File: src/rtl/bcd_display_scan.sv
// Time-multiplexed common-anode 3-digit 7-segment driver for a BCD value.
// Loads are held until the next frame start so a frame never mixes old and new digits.
module bcd_display_scan #(
    parameter int REFRESH_DIV = 50000,
    parameter int DEAD_CYCLES = 4
) (
    input  logic        clk,
    input  logic        reset,
    input  logic        load,
    input  logic [11:0] bcd_in,
    input  logic        blank_lz,
    output logic [6:0]  seg,
    output logic [2:0]  an,
    output logic        err
);
    localparam int CW = (REFRESH_DIV > 1) ? $clog2(REFRESH_DIV) : 1;

    logic [CW-1:0] cnt;
    logic [1:0]    idx;
    logic [11:0]   pending;
    logic [11:0]   display;
    logic          pend_flag;

    logic          slot_end;
    logic          frame_end;
    logic          dead;
    logic [3:0]    hun, ten, one;
    logic [3:0]    digit;
    logic          blanked;
    logic [6:0]    seg_nxt;
    logic [2:0]    an_nxt;
    logic          err_nxt;

    assign slot_end  = (cnt == CW'(REFRESH_DIV - 1));
    assign frame_end = slot_end && (idx == 2'd2);
    assign dead      = (cnt < CW'(DEAD_CYCLES));
    assign hun       = display[11:8];
    assign ten       = display[7:4];
    assign one       = display[3:0];

    function automatic logic [6:0] decode(input logic [3:0] d);
        case (d)
            4'd0:    decode = 7'b1000000;
            4'd1:    decode = 7'b1111001;
            4'd2:    decode = 7'b0100100;
            4'd3:    decode = 7'b0110000;
            4'd4:    decode = 7'b0011001;
            4'd5:    decode = 7'b0010010;
            4'd6:    decode = 7'b0000010;
            4'd7:    decode = 7'b1111000;
            4'd8:    decode = 7'b0000000;
            4'd9:    decode = 7'b0010000;
            default: decode = 7'b0111111;
        endcase
    endfunction

    always_comb begin
        digit = one;
        case (idx)
            2'd1:    digit = ten;
            2'd2:    digit = hun;
            default: digit = one;
        endcase
        // Zero nibbles only, so an invalid digit is never hidden.
        blanked = blank_lz && (((idx == 2'd2) && (hun == 4'd0)) ||
                               ((idx == 2'd1) && (hun == 4'd0) && (ten == 4'd0)));
        seg_nxt = 7'h7F;
        an_nxt  = 3'b111;
        if (!dead && !blanked) begin
            seg_nxt = decode(digit);
            an_nxt  = ~(3'b001 << idx);
        end
        err_nxt = (hun > 4'd9) || (ten > 4'd9) || (one > 4'd9);
    end

    always_ff @(posedge clk or posedge reset) begin
        if (reset) begin
            cnt       <= '0;
            idx       <= 2'd0;
            pending   <= 12'h000;
            pend_flag <= 1'b0;
            display   <= 12'h000;
            seg       <= 7'h7F;
            an        <= 3'b111;
            err       <= 1'b0;
        end else begin
            seg <= seg_nxt;
            an  <= an_nxt;
            err <= err_nxt;

            if (slot_end) begin
                cnt <= '0;
                idx <= (idx == 2'd2) ? 2'd0 : idx + 2'd1;
            end else begin
                cnt <= cnt + CW'(1);
            end

            // A load on the transfer edge lands in pending and waits a full frame.
            if (frame_end && pend_flag) begin
                display   <= pending;
                pend_flag <= 1'b0;
            end
            if (load) begin
                pending   <= bcd_in;
                pend_flag <= 1'b1;
            end
        end
    end
endmodule
File: config.mk
export PLATFORM = sky130hd
export DESIGN_NAME = bcd_display_scan
export DESIGN_NICKNAME = d
export VERILOG_FILES = /design/src/rtl/bcd_display_scan.sv
export SDC_FILE = /design/constraint.sdc
export NUM_CORES = 1
export LEC_CHECK = 0
export BUFFER_PORTS_ARGS = -buffer_cell sky130_fd_sc_hd__buf_2
export CORE_ASPECT_RATIO = 1.4
export CORE_UTILIZATION = 29
export CTS_CLUSTER_DIAMETER = 100
export DETAILED_ROUTE_END_ITERATION = 10
export PLACE_DENSITY = 0.49
export REMOVE_ABC_BUFFERS = 1
export SLEW_MARGIN = 20
export SYNTH_ARGS = -nofsm -noshare
export SYNTH_HDL_FRONTEND = slang
export SYNTH_SLANG_ARGS = --single-unit
File: constraint.sdc
create_clock -name clk -period 3.35 [get_ports clk]
set_input_delay 0.1675 -clock clk [delete_from_list [all_inputs] [get_ports clk]]
set_output_delay 0.1675 -clock clk [all_outputs]
set_load 0.005 [all_outputs]
==> out/qor.txt, run 1 <==
I/O pin count = 27
CP arrival = 2610 ps
origin of the worst min-delay path = bcd_in[1]
worst IR drop on VDD = 0.294 mV
CTS resizes = 0
Yosys cell types = 37
category of the critical setup timing path = register to register
Slew @ Worst Pin = 770 ps
fraction of final layout cells sized beyond drive strength 1 = 0.319
library cell with the largest summed area after synthesis = dfrtp_1
run status = finished, final reports clean
sequential share of the synthesized area = 0.546
remaining max-slew budget at the tightest pin = 0.487
startpoint type of the worst setup path = register
Vert. Die Dim = 112 um
Mean Syn Cell Area = 12.2 sq um
drt via density = 4.80
total negative slack = 0 ps
total power divided by cell area = 423 mW/mm^2
cell area reported after detailed placement = 0.00274 sq mm
initial cell density of the core = 0.303
antenna diode count = 0
worst reg2reg path depth = 4
Total Die Area = 0.00900 sq mm
path category of the worst min-delay check = input pin to register
number of synthesized flops with an enable pin = 0
worst hold slack after final layout = 105 ps
worst-case clock skew = 5.14 ps
number of iterations in the first detailed-routing pass = 4
CTS tree = built
static leakage power = 1.35 nW
via count = 1619
number of filler instances in the final layout = 810
overflow left after global routing = 0
maximum buffer depth of the clock tree = 2
multiplexer area fraction after synthesis = 0.128
cells taking the most area after synthesis = dfrtp_1 (44%), dfstp_2 (11%), mux2_2 (6.8%)
first-pass GRT wire length = 7910 um
input/output buffers = 26
Clock Pin Slew Worst Setup and Hold Paths = 70 ps
number of buffers created by CTS = 5
pin count of the biggest net entering global routing = 33
netlist area before placement = 0.00250 sq mm
area fraction in compound gates after synthesis = 0.0781
simple logic cell fraction of the synthesized area = 0.134
post-route design area = 0.00289 sq mm
worst-path fanout max = 12
GPL Wtd Cong = 0.748
largest family of logic cells by synthesized area = simple AND/OR/NAND/NOR gates
Skew-Pair Late Insertion Delay = 290 ps
Ys Warns = 0
standard-cell rows = 39
CP Capture Type = register
relative area change from synthesis to final layout = 15.8%
number of hold violations in the final report = 0
worst r2r src = cnt[13]
total power = 1.22 mW
part of the cycle the worst path needs = 0.729
reg-to-reg slack, setup = 910 ps
end of the worst register-to-register path = display[8]
post-synthesis xor/xnor area fraction = 0.0421
number of instances in the synthesized netlist = 205
detail-routed net length per standard cell = 13.6 um
antenna violations before repair = 0
max-cap viol count = 0
most instantiated flip-flop cell in the synthesis netlist = dfrtp_1
count of routing violations after the opening detailed-route iteration = 87
adder-cell area share of the yosys netlist = 0.0451
library cell used as clock root buffer = clkbuf_16
die boundary width = 80.5 um
peak clock frequency supported by timing = 410 MHz
DRC violations left = 0
minimum clock period after layout = 2440 ps
Hold Path Cell Cnt = 2
detailed-placement wirelength estimate = 3310 um
number of nets in the layout = 259
maximum level of the CTS H-tree = 2
Yosys top cell area share = 0.441
final-report max-slew violation count = 0
all-layer global routing usage = 0.115
detailed-route wire length = 4590 um
vias in the first global route = 1620
Setup violations, final = 0
Critical Path, Cell by Cell = or4_4, nor4_4, nand4_2, mux2_4
clk sinks = 54
cell with the largest stage delay on the worst path = or4_4
number of storage elements in the synthesis netlist = 54
terminating pin of the worst hold path = pending[1]
RSZ-0062 raised after global routing = false
Floorplan Core Area = 0.00825 sq mm
longest individual stage delay on the worst path = 560 ps
required time at the endpoint of the critical path = 3520 ps
fraction of registers with async set or reset after synthesis = 1.00
number of nets still failing antenna checks after routing = 0
-- state kept, by name, indices dropped and copies added (netlist names) --
name       count
seg            7
an             3
idx            2
display       12
pend_flag      1
pending       12
err            1
cnt           16
-- cell families (layout without fill, tap and decap cells) --
group / count (synthesis) / after routing
compound gates: 31 / 31
xor+xnor: 12 / 12
fa+ha+maj: 9 / 9
buf+inv: 16 / 46
flops: 54 / 54
mux: 25 / 25
simple gates: 58 / 58
-- critical path, delay by kind of cell, from the launching register on --
kind             cells  cell delay [ps]
muxes                1              460
and+or+nand+nor      3             1450
DFF                  1              420
-- power by group --
part,leakage [nW],total (mW),switching (mW),internal [mW]
Sequential,0.672,0.675,0.00773,0.667
Clock,0.0679,0.509,0.232,0.277
Combinational,0.607,0.0416,0.0208,0.0209
Total,1.35,1.22,0.260,0.965
-- area by class of cell --
class                           count  area, sq um  share of cell area
Tap cell                          102          128              0.0441
Clock buffer                        5          125              0.0433
Sequential cell                    54         1360               0.471
Timing Repair Buffer               29          155              0.0536
Multi-Input combinational cell    135         1070               0.369
Inverter                            9         33.8              0.0117
Clock inverter                      3         20.0             0.00692
-- Yosys cell counts (2+ instances only) --
cell type / n
inv_1: 8
and4_1: 2
a22oi_1: 4
o21ai_0: 12
o311ai_0: 2
nand3_1: 9
nor4_1: 3
and3_1: 5
nor2_1: 13
clkbuf_1: 5
a211oi_1: 2
mux2_2: 15
mux2_4: 10
a21oi_1: 5
xor2_1: 7
dfstp_2: 10
dfrtp_1: 44
and2_1: 3
nand2_1: 8
xnor2_1: 5
ha_1: 9
a21o_1: 4
nand4_1: 6
-- routing by layer --
layer  track usage  routed length [um]
met1         0.154                2170
met2         0.178                2200
met3        0.0221                 123
met4        0.0536                  99
met5             0                   0
-- per-stage QoR --
step                utilization  cells  setup slack (ps)
floorplan                     -    198              1150
global route              0.351    337               663
detailed placement        0.332    328               884
CTS                       0.351    337               868
finish                    0.351    337               909
global placement          0.332    328               942
-- worst max path at each step --
stage | slack, ps | endpoint | cells past startpoint | startpoint
floorplan | 1150 | display[0] | 4 | cnt[13]
global placement | 940 | display[1] | 4 | cnt[13]
detailed placement | 880 | display[8] | 4 | cnt[13]
CTS | 870 | display[8] | 4 | cnt[13]
global route | 660 | seg[3] | 9 | idx[0]
finish | 910 | display[8] | 4 | cnt[13]
-- layout by cell type, fill, tap and decap left out, types with 3 or more instances in the layout --
cell       Yosys  routed
a21o_1         4       4
a21oi_1        5       5
a22oi_1        4       4
and2_1         3       3
and3_1         5       5
buf_2          0      26
clkbuf_16      0       5
dfrtp_1       44      44
dfstp_2       10      10
ha_1           9       9
inv_1          8       7
mux2_2        15      15
mux2_4        10      10
nand2_1        8       8
nand3_1        9       9
nand4_1        6       6
nor2_1        13      13
nor4_1         3       3
o21ai_0       12      12
xnor2_1        5       5
xor2_1         7       7
-- repair_timing --
| item | 4_1_cts | 5_1_grt |
|---|---|---|
| hold endpoints to repair | 12 | 0 |
| buffers inserted | 0 | 0 |
| hold buffers | 1 | 0 |
Note: power is estimated with default switching activity, not from simulation.
==> run 2: changes to the inputs <==
--- a/config.mk
+++ b/config.mk
@@ -10,7 +10,7 @@
 export CORE_UTILIZATION = 29
 export CTS_CLUSTER_DIAMETER = 100
 export DETAILED_ROUTE_END_ITERATION = 10
-export PLACE_DENSITY = 0.49
+export PLACE_DENSITY = 0.51
 export REMOVE_ABC_BUFFERS = 1
 export SLEW_MARGIN = 20
 export SYNTH_ARGS = -nofsm -noshare
==> constraint.sdc (replaced) <==
create_clock -name clk -period 2 [get_ports clk]
set_input_delay 0.1 -clock clk [delete_from_list [all_inputs] [get_ports clk]]
set_output_delay 0.1 -clock clk [all_outputs]
set_load 0.005 [all_outputs]
==> out/qor.txt, run 2 (synthesized netlist as in run 1, its figures left out) <==
via count = 1677 (was 1619)
switch share = 0.202 (was 0.212)
drt via density = 4.71 (was 4.80)
library cell used as clock root buffer = clkbuf_16 (unchanged)
initial cell density of the core = 0.303 (unchanged)
max-cap viol count = 0 (unchanged)
worst IR drop on VDD = 0.393 mV (was 0.294 mV)
remaining max-slew budget at the tightest pin = 0.604 (was 0.487)
final std cells w/o fill = 356 (was 337)
first-pass GRT wire length = 8180 um (was 7910 um)
Finished Core Util = 0.378 (was 0.351)
final-report max-slew violation count = 0 (unchanged)
total power divided by cell area = 664 mW/mm^2 (was 423 mW/mm^2)
CP Capture Type = register (unchanged)
startpoint type of the worst setup path = register (unchanged)
die boundary width = 80.5 um (unchanged)
number of hold violations in the final report = 0 (unchanged)
worst r2r src = cnt[13] (unchanged)
most common library cell in the layout ignoring fill and taps = dfrtp_1 (unchanged)
I/O pin count = 27 (unchanged)
count of routing violations after the opening detailed-route iteration = 61 (was 87)
number of flip-flops under the largest register name = 16 (unchanged)
Int Power = 1.65 mW (was 0.965 mW)
Skew-Pair Late Insertion Delay = 290 ps (about the same)
peak clock frequency supported by timing = 525 MHz (was 410 MHz)
sequential power share = 0.545 (was 0.551)
reg-to-reg slack, setup = 90 ps (was 910 ps)
terminating pin of the worst hold path = pending[3] (was pending[1])
part of the cycle the worst path needs = 0.953 (was 0.729)
detailed-route wire length = 4680 um (was 4590 um)
static leakage power = 1.47 nW (was 1.35 nW)
worst reg2reg path depth = 5 (was 4)
input/output buffers = 26 (unchanged)
minimum clock period after layout = 1910 ps (was 2440 ps)
GPL Wtd Cong = 0.738 (was 0.748)
run status = finished, final reports clean (unchanged)
number of buffers created by CTS = 5 (unchanged)
fraction of final layout cells sized beyond drive strength 1 = 0.402 (was 0.319)
Slew @ Worst Pin = 593 ps (was 770 ps)
detailed-placement wirelength estimate = 3440 um (was 3310 um)
Sw Pwr = 0.419 mW (was 0.260 mW)
combinational share of power = 0.035 (was 0.034)
antenna violations before repair = 0 (unchanged)
commonest cells after routing, fill and taps aside = dfrtp_1 (43), buf_2 (26), buf_4 (18) (was dfrtp_1 (44), buf_2 (26), mux2_2 (15))
required time at the endpoint of the critical path = 2180 ps (was 3520 ps)
Clock Pin Slew Worst Setup and Hold Paths = 70 ps (about the same)
relative area change from synthesis to final layout = 24.7% (was 15.8%)
end of the worst register-to-register path = display[4] (was display[8])
RSZ-0062 raised after global routing = false (unchanged)
Total Die Area = 0.00900 sq mm (unchanged)
number of nets still failing antenna checks after routing = 0 (unchanged)
instance count after placement with tap cells included = 346 (was 328)
register with the most flip-flops = cnt (unchanged)
maximum level of the CTS H-tree = 2 (unchanged)
number of iterations in the first detailed-routing pass = 4 (unchanged)
worst-case clock skew = 7.13 ps (was 5.14 ps)
clk sinks = 54 (unchanged)
CP arrival = 2080 ps (was 2610 ps)
number of nets in the layout = 278 (was 259)
standard-cell rows = 39 (unchanged)
origin of the worst min-delay path = bcd_in[3] (was bcd_in[1])
largest registers in the final layout = cnt (16), display (12), pending (12) (unchanged)
path category of the worst min-delay check = input pin to register (unchanged)
all-layer global routing usage = 0.119 (was 0.115)
total negative slack = 0 ps (unchanged)
DRC violations left = 0 (unchanged)
share of total power in the clock network = 0.420 (was 0.415)
pin count of the biggest net entering global routing = 30 (was 33)
Hold Path Cell Cnt = 2 (unchanged)
vias in the first global route = 1656 (was 1620)
overflow left after global routing = 0 (unchanged)
category of the critical setup timing path = register to register (unchanged)
detail-routed net length per standard cell = 13.1 um (was 13.6 um)
maximum buffer depth of the clock tree = 2 (unchanged)
number of filler instances in the final layout = 824 (was 810)
Critical Path Source = cnt[13] (unchanged)
total power = 2.07 mW (was 1.22 mW)
Floorplan Core Area = 0.00825 sq mm (unchanged)
CTS tree = built (unchanged)
antenna diode count = 0 (unchanged)
worst-path fanout max = 12 (unchanged)
Vert. Die Dim = 112 um (unchanged)
Setup violations, final = 0 (unchanged)
## run 2: stage by stage
stage	worst slack (ps)	instance area, sq um	hold slack, ps
floorplan	-200	2460	192
global placement	28.7	2910	190
detailed placement	-27.6	2910	204
CTS	1.81	3090	25.5
global route	14.8	3120	27.7
finish	94.8	3120	33.5
## run 2: layout make-up
type	count	area, sq um	share of cell area
sequential	54	1370	0.438
clock inverter	1	5.00	0.00161
clock buffer	7	143	0.0458
tap	102	128	0.0409
timing repair buffer	48	335	0.108
multi-input combinational	135	1110	0.355
inverter	9	33.8	0.0108
## run 2: worst max-delay path: stages (launching register included)
cell	delay (ps)
dfrtp_1	380
or4_4	540
nor4_4	210
nand4_2	170
buf_12	190
mux2_4	290
## run 2: repair_timing
item | in CTS | in global routing
buffers inserted | 1 | 0
setup endpoints to repair | 2 | 5
hold buffers | 1 | 0
endpoints found under the hold margin | 15 | 0
pin swaps | 0 | 1
resized for setup | 5 | 7
## run 2: power groups by stage
stage	Combinational (mW)	Sequential (mW)	Clock, mW
final	0.0725	1.13	0.870
after detailed placement	0.0747	1.15	0
after global placement	0.0727	1.15	0
after CTS	0.0761	1.13	0.910
after global routing	0.0835	1.13	0.947
after floorplan	0.0421	1.15	0
## run 2: worst max-delay path by stage
stage,cells past startpoint,to
floorplan,4,display[0]
global placement,7,seg[0]
detailed placement,7,seg[3]
CTS,7,seg[3]
global route,9,seg[4]
finish,5,display[4]
## run 2: routing by layer
metal / routed length (um) / track usage
met3: 149 / 0.0262
met1: 2120 / 0.152
met4: 107 / 0.0571
met2: 2310 / 0.188
met5: 0 / 0
==> run 3: changes to the inputs <==
--- a/config.mk
+++ b/config.mk
@@ -6,11 +6,14 @@
 export NUM_CORES = 1
 export LEC_CHECK = 0
 export BUFFER_PORTS_ARGS = -buffer_cell sky130_fd_sc_hd__buf_2
+export CELL_PAD_IN_SITES_DETAIL_PLACEMENT = 0
+export CELL_PAD_IN_SITES_GLOBAL_PLACEMENT = 1
 export CORE_ASPECT_RATIO = 1.4
 export CORE_UTILIZATION = 29
 export CTS_CLUSTER_DIAMETER = 100
 export DETAILED_ROUTE_END_ITERATION = 10
-export PLACE_DENSITY = 0.51
+export PLACE_DENSITY = 0.59
+export RECOVER_POWER = 25
 export REMOVE_ABC_BUFFERS = 1
 export SLEW_MARGIN = 20
 export SYNTH_ARGS = -nofsm -noshare
==> out/qor.txt, run 3 (synthesized netlist as in run 1, its figures left out) <==
combinational share of power = 0.034 (was 0.035)
final std cells w/o fill = 356 (unchanged)
part of the cycle the worst path needs = 0.966 (was 0.953)
CP arrival = 2120 ps (was 2080 ps)
peak clock frequency supported by timing = 517 MHz (was 525 MHz)
all-layer global routing usage = 0.121 (was 0.119)
number of iterations in the first detailed-routing pass = 4 (unchanged)
antenna diode count = 0 (unchanged)
register with the most flip-flops = cnt (unchanged)
maximum level of the CTS H-tree = 2 (unchanged)
path category of the worst min-delay check = input pin to register (unchanged)
maximum buffer depth of the clock tree = 2 (unchanged)
Skew-Pair Late Insertion Delay = 300 ps (was 290 ps)
largest registers in the final layout = cnt (16), display (12), pending (12) (unchanged)
share of total power in the clock network = 0.428 (was 0.420)
required time at the endpoint of the critical path = 2180 ps (about the same)
detailed-route wire length = 4700 um (was 4680 um)
category of the critical setup timing path = register to register (unchanged)
relative area change from synthesis to final layout = 24.1% (was 24.7%)
startpoint type of the worst setup path = register (unchanged)
Slew @ Worst Pin = 994 ps (was 593 ps)
run status = finished, final reports clean (unchanged)
drt via density = 4.68 (was 4.71)
total area of multi-input combinational cells = 0.00110 sq mm (was 0.00111 sq mm)
RSZ-0062 raised after global routing = true (was false)
Floorplan Core Area = 0.00825 sq mm (unchanged)
detail-routed net length per standard cell = 13.2 um (was 13.1 um)
static leakage power = 1.46 nW (was 1.47 nW)
fraction of final layout cells sized beyond drive strength 1 = 0.402 (unchanged)
overflow left after global routing = 0 (unchanged)
number of hold violations in the final report = 0 (unchanged)
die boundary width = 80.5 um (unchanged)
Total Die Area = 0.00900 sq mm (unchanged)
minimum clock period after layout = 1930 ps (was 1910 ps)
vias in the first global route = 1688 (was 1656)
met1 Resource Use GR = 0.156 (was 0.152)
max-cap viol count = 0 (unchanged)
commonest cells after routing, fill and taps aside = dfrtp_1 (44), buf_2 (26), buf_4 (19) (was dfrtp_1 (43), buf_2 (26), buf_4 (18))
number of flip-flops under the largest register name = 16 (unchanged)
number of buffers created by CTS = 5 (unchanged)
worst IR drop on VDD = 0.496 mV (was 0.393 mV)
met3 Track Usage GR = 0.0205 (was 0.0262)
sequential power share = 0.538 (was 0.545)
initial cell density of the core = 0.303 (unchanged)
DRC violations left = 0 (unchanged)
input/output buffers = 26 (unchanged)
CTS tree = built (unchanged)
least setup slack across all paths after layout = 67.3 ps (was 94.8 ps)
number of nets in the layout = 278 (unchanged)
via count = 1667 (was 1677)
remaining max-slew budget at the tightest pin = 0.336 (was 0.604)
CP Capture Type = register (unchanged)
count of routing violations after the opening detailed-route iteration = 50 (was 61)
Vert. Die Dim = 112 um (unchanged)
worst-case clock skew = 9.00 ps (was 7.13 ps)
Clock Pin Slew Worst Setup and Hold Paths = 80 ps (was 70 ps)
pin count of the biggest net entering global routing = 30 (unchanged)
worst-path fanout max = 12 (unchanged)
sequential standard cell area = 0.00136 sq mm (was 0.00137 sq mm)
library cell used as clock root buffer = clkbuf_16 (unchanged)
total negative slack = 0 ps (unchanged)
GPL Wtd Cong = 0.710 (was 0.738)
Int Power = 1.63 mW (was 1.65 mW)
number of filler instances in the final layout = 802 (was 824)
I/O pin count = 27 (unchanged)
Setup violations, final = 0 (unchanged)
most congested layer reported by global routing = met2 (unchanged)
standard-cell rows = 39 (unchanged)
most common library cell in the layout ignoring fill and taps = dfrtp_1 (unchanged)
detailed-placement wirelength estimate = 3470 um (was 3440 um)
Place WS = -21.0 ps (was -27.6 ps)
first-pass GRT wire length = 8320 um (was 8180 um)
clk sinks = 54 (unchanged)
total power divided by cell area = 676 mW/mm^2 (was 664 mW/mm^2)
instance count after placement with tap cells included = 346 (unchanged)
met2 global-route usage = 0.191 (was 0.188)
number of nets still failing antenna checks after routing = 0 (unchanged)
Sw Pwr = 0.465 mW (was 0.419 mW)
switch share = 0.222 (was 0.202)
antenna violations before repair = 0 (unchanged)
total power = 2.10 mW (was 2.07 mW)
final-report max-slew violation count = 0 (unchanged)
[run 3: cell count changes in the layout (fill, tap and decap cells not counted), sizes merged]
cell / previous run / this run
clkinv: 2 / 3
clkbuf: 7 / 5
inv: 8 / 9
[run 3: critical path: stages, from the launching register on]
cell	delay [ps]
dfrtp_1	400
or4_4	550
nor4_4	210
nand4_2	170
buf_12	180
mux2_4	290
[run 3: layout make-up]
class                           instances  share of cell area
Inverter                                9              0.0109
Sequential cell                        54               0.440
Timing Repair Buffer                   48               0.104
Tap cell                              102              0.0412
Clock buffer                            5              0.0404
Clock inverter                          3             0.00928
Multi-Input combinational cell        135               0.354
[run 3: power by group through the flow]
stage	Sequential (mW)	Clock (mW)	Combinational [mW]
final	1.13	0.897	0.0719
after global routing	1.13	0.968	0.0819
after CTS	1.13	0.936	0.0760
after detailed placement	1.15	0	0.0745
after global placement	1.15	0	0.0725
after floorplan	1.15	0	0.0421
[run 3: repair_timing]
item | CTS | global route
resized for setup | 1 | 9
pin swaps | 0 | 1
setup buffers | 1 | 0
hold buffers | 1 | 0
setup endpoints to repair | 2 | 15
endpoints found under the hold margin | 15 | 0
[run 3: path summary, 6_finish.rpt]
| kind | depth (start not counted) | from | slack, ps | end |
|---|---|---|---|---|
| min reg2reg | 1 | cnt[0] | 450 | cnt[0] |
| min in group asynchronous | 3 | reset | 580 | pending[3] |
| max in group asynchronous | 4 | reset | 740 | cnt[1] |
| max reg2reg | 5 | cnt[13] | 70 | display[2] |
| min | 2 | bcd_in[6] | 30 | pending[6] |
| max | 5 | cnt[13] | 70 | display[2] |
[run 3: per-stage QoR]
stage               cell area, sq um   util  hold slack, ps
finish                          3100  0.376            28.4
global route                    3100  0.376            24.3
CTS                             3070  0.372            21.7
detailed placement              2900  0.351             192
global placement                2900  0.351             183
floorplan                       2460      -             192
[run 3: layer usage]
layer	vias to the layer above	wire length, um
li1	835	-
met1	796	2180
met2	29	2280
met3	7	133
met4	0	106
met5	-	0
